$ cat config.mk
export PLATFORM = sky130hd
export DESIGN_NAME = fifo_mem_mc
export DESIGN_NICKNAME = d
export VERILOG_FILES = /design/src/rtl/fifo_mem_mc.sv
export SDC_FILE = /design/constraint.sdc
export NUM_CORES = 1
export LEC_CHECK = 0
export CAP_MARGIN = 20
export CELL_PAD_IN_SITES_DETAIL_PLACEMENT = 1
export CELL_PAD_IN_SITES_GLOBAL_PLACEMENT = 2
export CORE_MARGIN = 4
export CORE_UTILIZATION = 49
export DETAILED_ROUTE_END_ITERATION = 16
export HOLD_SLACK_MARGIN = 0.08
export MAX_ROUTING_LAYER = met4
export PLACE_DENSITY = 0.91
export SETUP_SLACK_MARGIN = 0.5
export SYNTH_ARGS = -nofsm -noshare
export SYNTH_HDL_FRONTEND = slang
export SYNTH_SLANG_ARGS = --single-unit
$ cat constraint.sdc
create_clock -name w_clk -period 5.1 [get_ports w_clk]
set_input_delay 0.51 -clock w_clk [delete_from_list [all_inputs] [get_ports w_clk]]
set_output_delay 0.51 -clock w_clk [all_outputs]
set_load 0.005 [all_outputs]
$ cat src/rtl/fifo_mem_mc.sv
// fifo_mem_mc: multi-channel FIFO storage with write-side pointer logic.
//
// CH independent FIFO regions share one register array, each 2**A_SIZE words deep.
// The write domain owns, per channel: binary/Gray write pointers, a two-flop read-pointer
// synchroniser, full, almost-full and a sticky overflow flag.
//
// Ports:
//   w_clk, w_rstn  write clock, asynchronous active-low reset
//   w_inc          write request
//   w_ch           channel selected for the write
//   w_data         write data
//   w_ovf_clr      clears every overflow bit (a same-cycle set wins)
//   r_gptr         per-channel Gray read pointers from the read domain (unsynchronised)
//   r_ch, r_addr   combinational read port select
//   r_data         combinational read data
//   w_full         per-channel full, registered
//   w_afull        per-channel almost-full, registered
//   w_gptr         per-channel Gray write pointers, registered, packed like r_gptr
//   w_ovf          per-channel sticky overflow, registered
module fifo_mem_mc #(
    parameter int unsigned D_SIZE   = 8,
    parameter int unsigned A_SIZE   = 3,
    parameter int unsigned CH       = 4,
    parameter int unsigned AF_LEVEL = 6
) (
    input  logic                       w_clk,
    input  logic                       w_rstn,
    input  logic                       w_inc,
    input  logic [$clog2(CH)-1:0]      w_ch,
    input  logic [D_SIZE-1:0]          w_data,
    input  logic                       w_ovf_clr,
    input  logic [CH*(A_SIZE+1)-1:0]   r_gptr,
    input  logic [$clog2(CH)-1:0]      r_ch,
    input  logic [A_SIZE-1:0]          r_addr,
    output logic [D_SIZE-1:0]          r_data,
    output logic [CH-1:0]              w_full,
    output logic [CH-1:0]              w_afull,
    output logic [CH*(A_SIZE+1)-1:0]   w_gptr,
    output logic [CH-1:0]              w_ovf
);

    localparam int unsigned CH_W    = $clog2(CH);
    localparam int unsigned F_DEPTH = 2 ** A_SIZE;
    localparam int unsigned PW      = A_SIZE + 1;
    localparam int unsigned WORDS   = CH * F_DEPTH;

    localparam logic [PW-1:0] AfLevel = PW'(AF_LEVEL);

    typedef logic [PW-1:0] ptr_t;

    ptr_t [CH-1:0] wbin_q, wbin_d;
    ptr_t [CH-1:0] wgray_q, wgray_d;
    ptr_t [CH-1:0] rq1_q, rq2_q, rq2_d;
    ptr_t [CH-1:0] rq_bin;

    logic [CH-1:0] full_q, full_d;
    logic [CH-1:0] afull_q, afull_d;
    logic [CH-1:0] ovf_q, ovf_d;

    logic [D_SIZE-1:0] mem_q [WORDS];
    logic [D_SIZE-1:0] mem_d [WORDS];

    logic                   accept;
    logic [CH_W+A_SIZE-1:0] waddr;

    assign accept = w_inc && !full_q[w_ch];
    assign waddr  = {w_ch, wbin_q[w_ch][A_SIZE-1:0]};

    // Flags are registered on the same edge that loads sync2, so they are computed from the
    // value sync2 is about to take. This gives the two-edge release latency.
    assign rq2_d = rq1_q;

    always_comb begin
        wbin_d  = wbin_q;
        wgray_d = wgray_q;
        rq_bin  = '0;
        full_d  = '0;
        afull_d = '0;
        for (int c = 0; c < CH; c++) begin
            if (accept && (w_ch == CH_W'(c))) begin
                wbin_d[c] = wbin_q[c] + PW'(1);
            end
            wgray_d[c] = wbin_d[c] ^ (wbin_d[c] >> 1);
            for (int i = 0; i < PW; i++) begin
                rq_bin[c][i] = ^(rq2_d[c] >> i);
            end
            // Full when the write pointer is one lap ahead: top two Gray bits inverted.
            full_d[c]  = (wgray_d[c] == {~rq2_d[c][A_SIZE -: 2], rq2_d[c][A_SIZE-2:0]});
            afull_d[c] = ((wbin_d[c] - rq_bin[c]) >= AfLevel);
        end
    end

    always_comb begin
        ovf_d = w_ovf_clr ? '0 : ovf_q;
        if (w_inc && full_q[w_ch]) begin
            ovf_d[w_ch] = 1'b1;
        end
    end

    always_comb begin
        mem_d = mem_q;
        if (accept) begin
            mem_d[waddr] = w_data;
        end
    end

    always_ff @(posedge w_clk or negedge w_rstn) begin
        if (!w_rstn) begin
            wbin_q  <= '0;
            wgray_q <= '0;
            rq1_q   <= '0;
            rq2_q   <= '0;
            full_q  <= '0;
            afull_q <= '0;
            ovf_q   <= '0;
            for (int i = 0; i < WORDS; i++) begin
                mem_q[i] <= '0;
            end
        end else begin
            wbin_q  <= wbin_d;
            wgray_q <= wgray_d;
            rq1_q   <= r_gptr;
            rq2_q   <= rq2_d;
            full_q  <= full_d;
            afull_q <= afull_d;
            ovf_q   <= ovf_d;
            mem_q   <= mem_d;
        end
    end

    assign r_data  = mem_q[{r_ch, r_addr}];
    assign w_full  = full_q;
    assign w_afull = afull_q;
    assign w_gptr  = wgray_q;
    assign w_ovf   = ovf_q;

    // rq2_q is the architectural sync2 stage; flags already see its next value.
    logic unused_rq2;
    assign unused_rq2 = ^rq2_q;

endmodule

==> impl_metrics.ini <==
[final_layout]
fin_area_um2 = 17300
fin_nets = 1054
instances_no_fill = 1415
final.fill_count = 2739
area_delta_synth_final_pct = 15.0
drive_gt1_share_pct = 44.3
antenna_cells = 0

[critical_path]
cp_data_required_time_ns = 4.59
reg2reg_slack_ns = 2.30
worstPathMaxFanout = 36
r2r_start = w_full[2]
cp.arrival_ns = 3.13
cp_common_cell = mux4_2
cpPeakStageDelay_ns = 0.54
reg2reg_depth = 6
rr_endpoint = w_full[2]
startpoint = r_addr[1]
critPathKind = in2out
critPathLaunchType = primary input
path_cells = buf_4 -> buf_12 -> mux4_2 -> mux4_2 -> mux2_2 -> clkdlybuf4s50_1
end_kind = output port
critical_path.slowest_cell = mux4_2
endpoint = r_data[4]

[synthesis]
synthSimpleGateAreaFrac_pct = 4.18
synth_edf_count = 0
synth_mux_area_share_pct = 32.9
synth_area_um2 = 15000
synth_xor_area_share_pct = 4.83
synth-seq-cells = 312
yosysWarnings = 0
ys_types = 50
synth_compound_area_share_pct = 1.03
synth_fp_nets = 994
synth_top_family_by_area = multiplexers
syn_area_per_cell_um2 = 16.0
yosys_most_used_dff = dfrtp_1
seq_area_frac_synth_pct = 52.0
async_flop_share_pct = 100
synth_adder_area_share_pct = 1.87
syn_inst = 939

[clocking]
cts_root_buf = clkbuf_16
cts_buffer_depth = 3
cts_htree_levels = 2
worstSkewPairLatency_ns = 0.52
numClockSinks = 312
cts_tree = yes
post_cts_buffers = 0
cts_buffers = 37
clkTransAtPathRegs_ns = 0.06

[outcome]
status = completed

[routing]
viasPerCell = 5.81
drt_iter0_drc = 460
wl_um = 36200
avgRoutedWirePerCell_um = 25.6
num_vias = 8222
ant_nets = 0
drc = 0
firstDrtPassIters = 4

[min_path]
hold_path.class = in2reg

[floorplanning]
die_h_um = 183
rows = 63
io_pins = 71
fp.coreArea_um2 = 30000
die_area_um2 = 33500
die_x_um = 183
start_util_pct = 50.1

[timing]
rsz0062_at_grt = no
finalCritPeriodShare_pct = 71.4
fmax_mhz = 274
clock_skew_ns = 0.0163
final_max_slew_viol_count = 0
setup-violations-final = 0
worst_slew_pin_slew_ns = 1.19
tns_ns = 0
max_slew_margin_pct = 20.7
fin_crit_ns = 3.64
layout_setup_ws_ns = 1.46
hold_violations = 0

[global_route]
antenna_found_initial = 0
grt_usage_pct = 23.1
grt_pass1_vias = 9470
grt_max_degree = 129
grt_first_pass_wirelength_um = 57700
globalRouteOverflowTotal = 0

[run]
drv_cap = 0

[placed_design]
dp_cells = 1345
hpwl_um = 23500
place_area_um2 = 16000
place_congestion = 0.790
numPortBuffers = 70
preCtsSetupSlack_ns = 1.43

[pwr]
vdd_ir_drop_max_mv = 0.304
power_density_nw_per_um2 = 572
p_leak_nw = 7.79
p_total_mw = 9.88
-- worst min-delay path by stage --
stage          startpoint  cells after the start  slack, ns         end
6_report       r_gptr[13]                      1       0.44   rq1_q[13]
5_1_grt        r_gptr[13]                      1       0.42   rq1_q[13]
4_1_cts        r_gptr[13]                      1       0.42   rq1_q[13]
3_5_place_dp   mem_q[191]                      1       0.47  mem_q[191]
3_3_place_gp   mem_q[191]                      1       0.47  mem_q[191]
2_1_floorplan      w_rstn                      0       0.21    mem_q[0]
-- routing by layer --
layer	track usage [%]	vias up	wire length [um]
met3	3.53	45	2550
met4	5.42	0	658
met1	31.5	4409	15000
li1	-	3544	-
met2	37.1	224	18000
met5	-	-	0
-- worst max-delay path: cells and delay by family --
family   cells  cell delay, ns
mux          3            1.40
buf+inv      3            1.17
-- layout make-up --
class / instances / area (um2) / share of cell area [%]
Clock buffer: 54 / 1080 / 6.25
Clock inverter: 11 / 90.1 / 0.522
Inverter: 32 / 120 / 0.696
Multi-Input combinational cell: 528 / 6730 / 39.0
Sequential cell: 312 / 7810 / 45.2
Tap cell: 390 / 488 / 2.83
Timing Repair Buffer: 88 / 956 / 5.54
-- cell usage after synthesis (all sizes together), types with 4 or more instances --
| library cell | n | area, um2 |
|---|---|---|
| a211oi | 4 | 30.0 |
| a21o | 5 | 37.5 |
| a21oi | 6 | 30.0 |
| buf | 35 | 240 |
| clkbuf | 32 | 120 |
| dfrtp | 312 | 7810 |
| fa | 4 | 80.1 |
| ha | 16 | 200 |
| inv | 32 | 120 |
| mux2 | 264 | 3000 |
| mux2i | 9 | 90.1 |
| mux4 | 82 | 1850 |
| nand2 | 10 | 37.5 |
| nand2b | 4 | 27.5 |
| nand3 | 15 | 135 |
| nor2 | 18 | 258 |
| o21ai | 4 | 20.0 |
| xnor2 | 31 | 290 |
| xnor3 | 8 | 180 |
| xor2 | 22 | 230 |
-- where the power goes --
| group | leakage, nW | switching [mW] | internal, mW |
|---|---|---|---|
| sequential | 3.99 | 0.671 | 3.49 |
| combinational | 3.22 | 1.30 | 1.89 |
| clock | 0.581 | 1.01 | 1.52 |
-- cells in the final DEF (no fill, tap or decap), types with 9 or more instances in the layout --
cell type        instances
buf_4                   10
clkbuf_16               39
clkbuf_8                 9
clkdlybuf4s50_1         67
dfrtp_1                312
ha_1                    16
inv_1                   31
mux2_2                 251
mux2i_1                  9
mux4_2                  82
nand2_1                 10
nand3_2                 12
xnor2_1                 30
xor2_1                  20
-- metrics by stage --
| step | hold slack [ns] | util [%] |
|---|---|---|
| 2_1_floorplan | 0.214 | - |
| 3_3_place_gp | 0.466 | 53.3 |
| 3_5_place_dp | 0.475 | 53.4 |
| 4_1_cts | 0.421 | 57.3 |
| 5_1_grt | 0.423 | 57.6 |
| 6_report | 0.437 | 57.6 |
-- timing repair --
action	4_1_cts	5_1_grt
endpoints found under the hold margin	71	0
resized for setup	0	0
hold buffers	1	0
-- flip-flops by register name (all words and copies together) (netlist names) --
signal	count
mem_q	256
rq1_q	16
w_afull	4
w_full	4
w_gptr	12
w_ovf	4
wbin_q	16
-- cell families (layout without fill, tap and decap cells) --
group | Yosys count | in the layout
muxes | 355 | 355
buffers and inverters | 99 | 185
DFF | 312 | 312
and+or+nand+nor | 68 | 68
AOI/OAI and AO/OA | 23 | 23
adders and majority gates | 20 | 20
xor gates and xnor gates | 62 | 62
(Power assumes the default switching activity.)
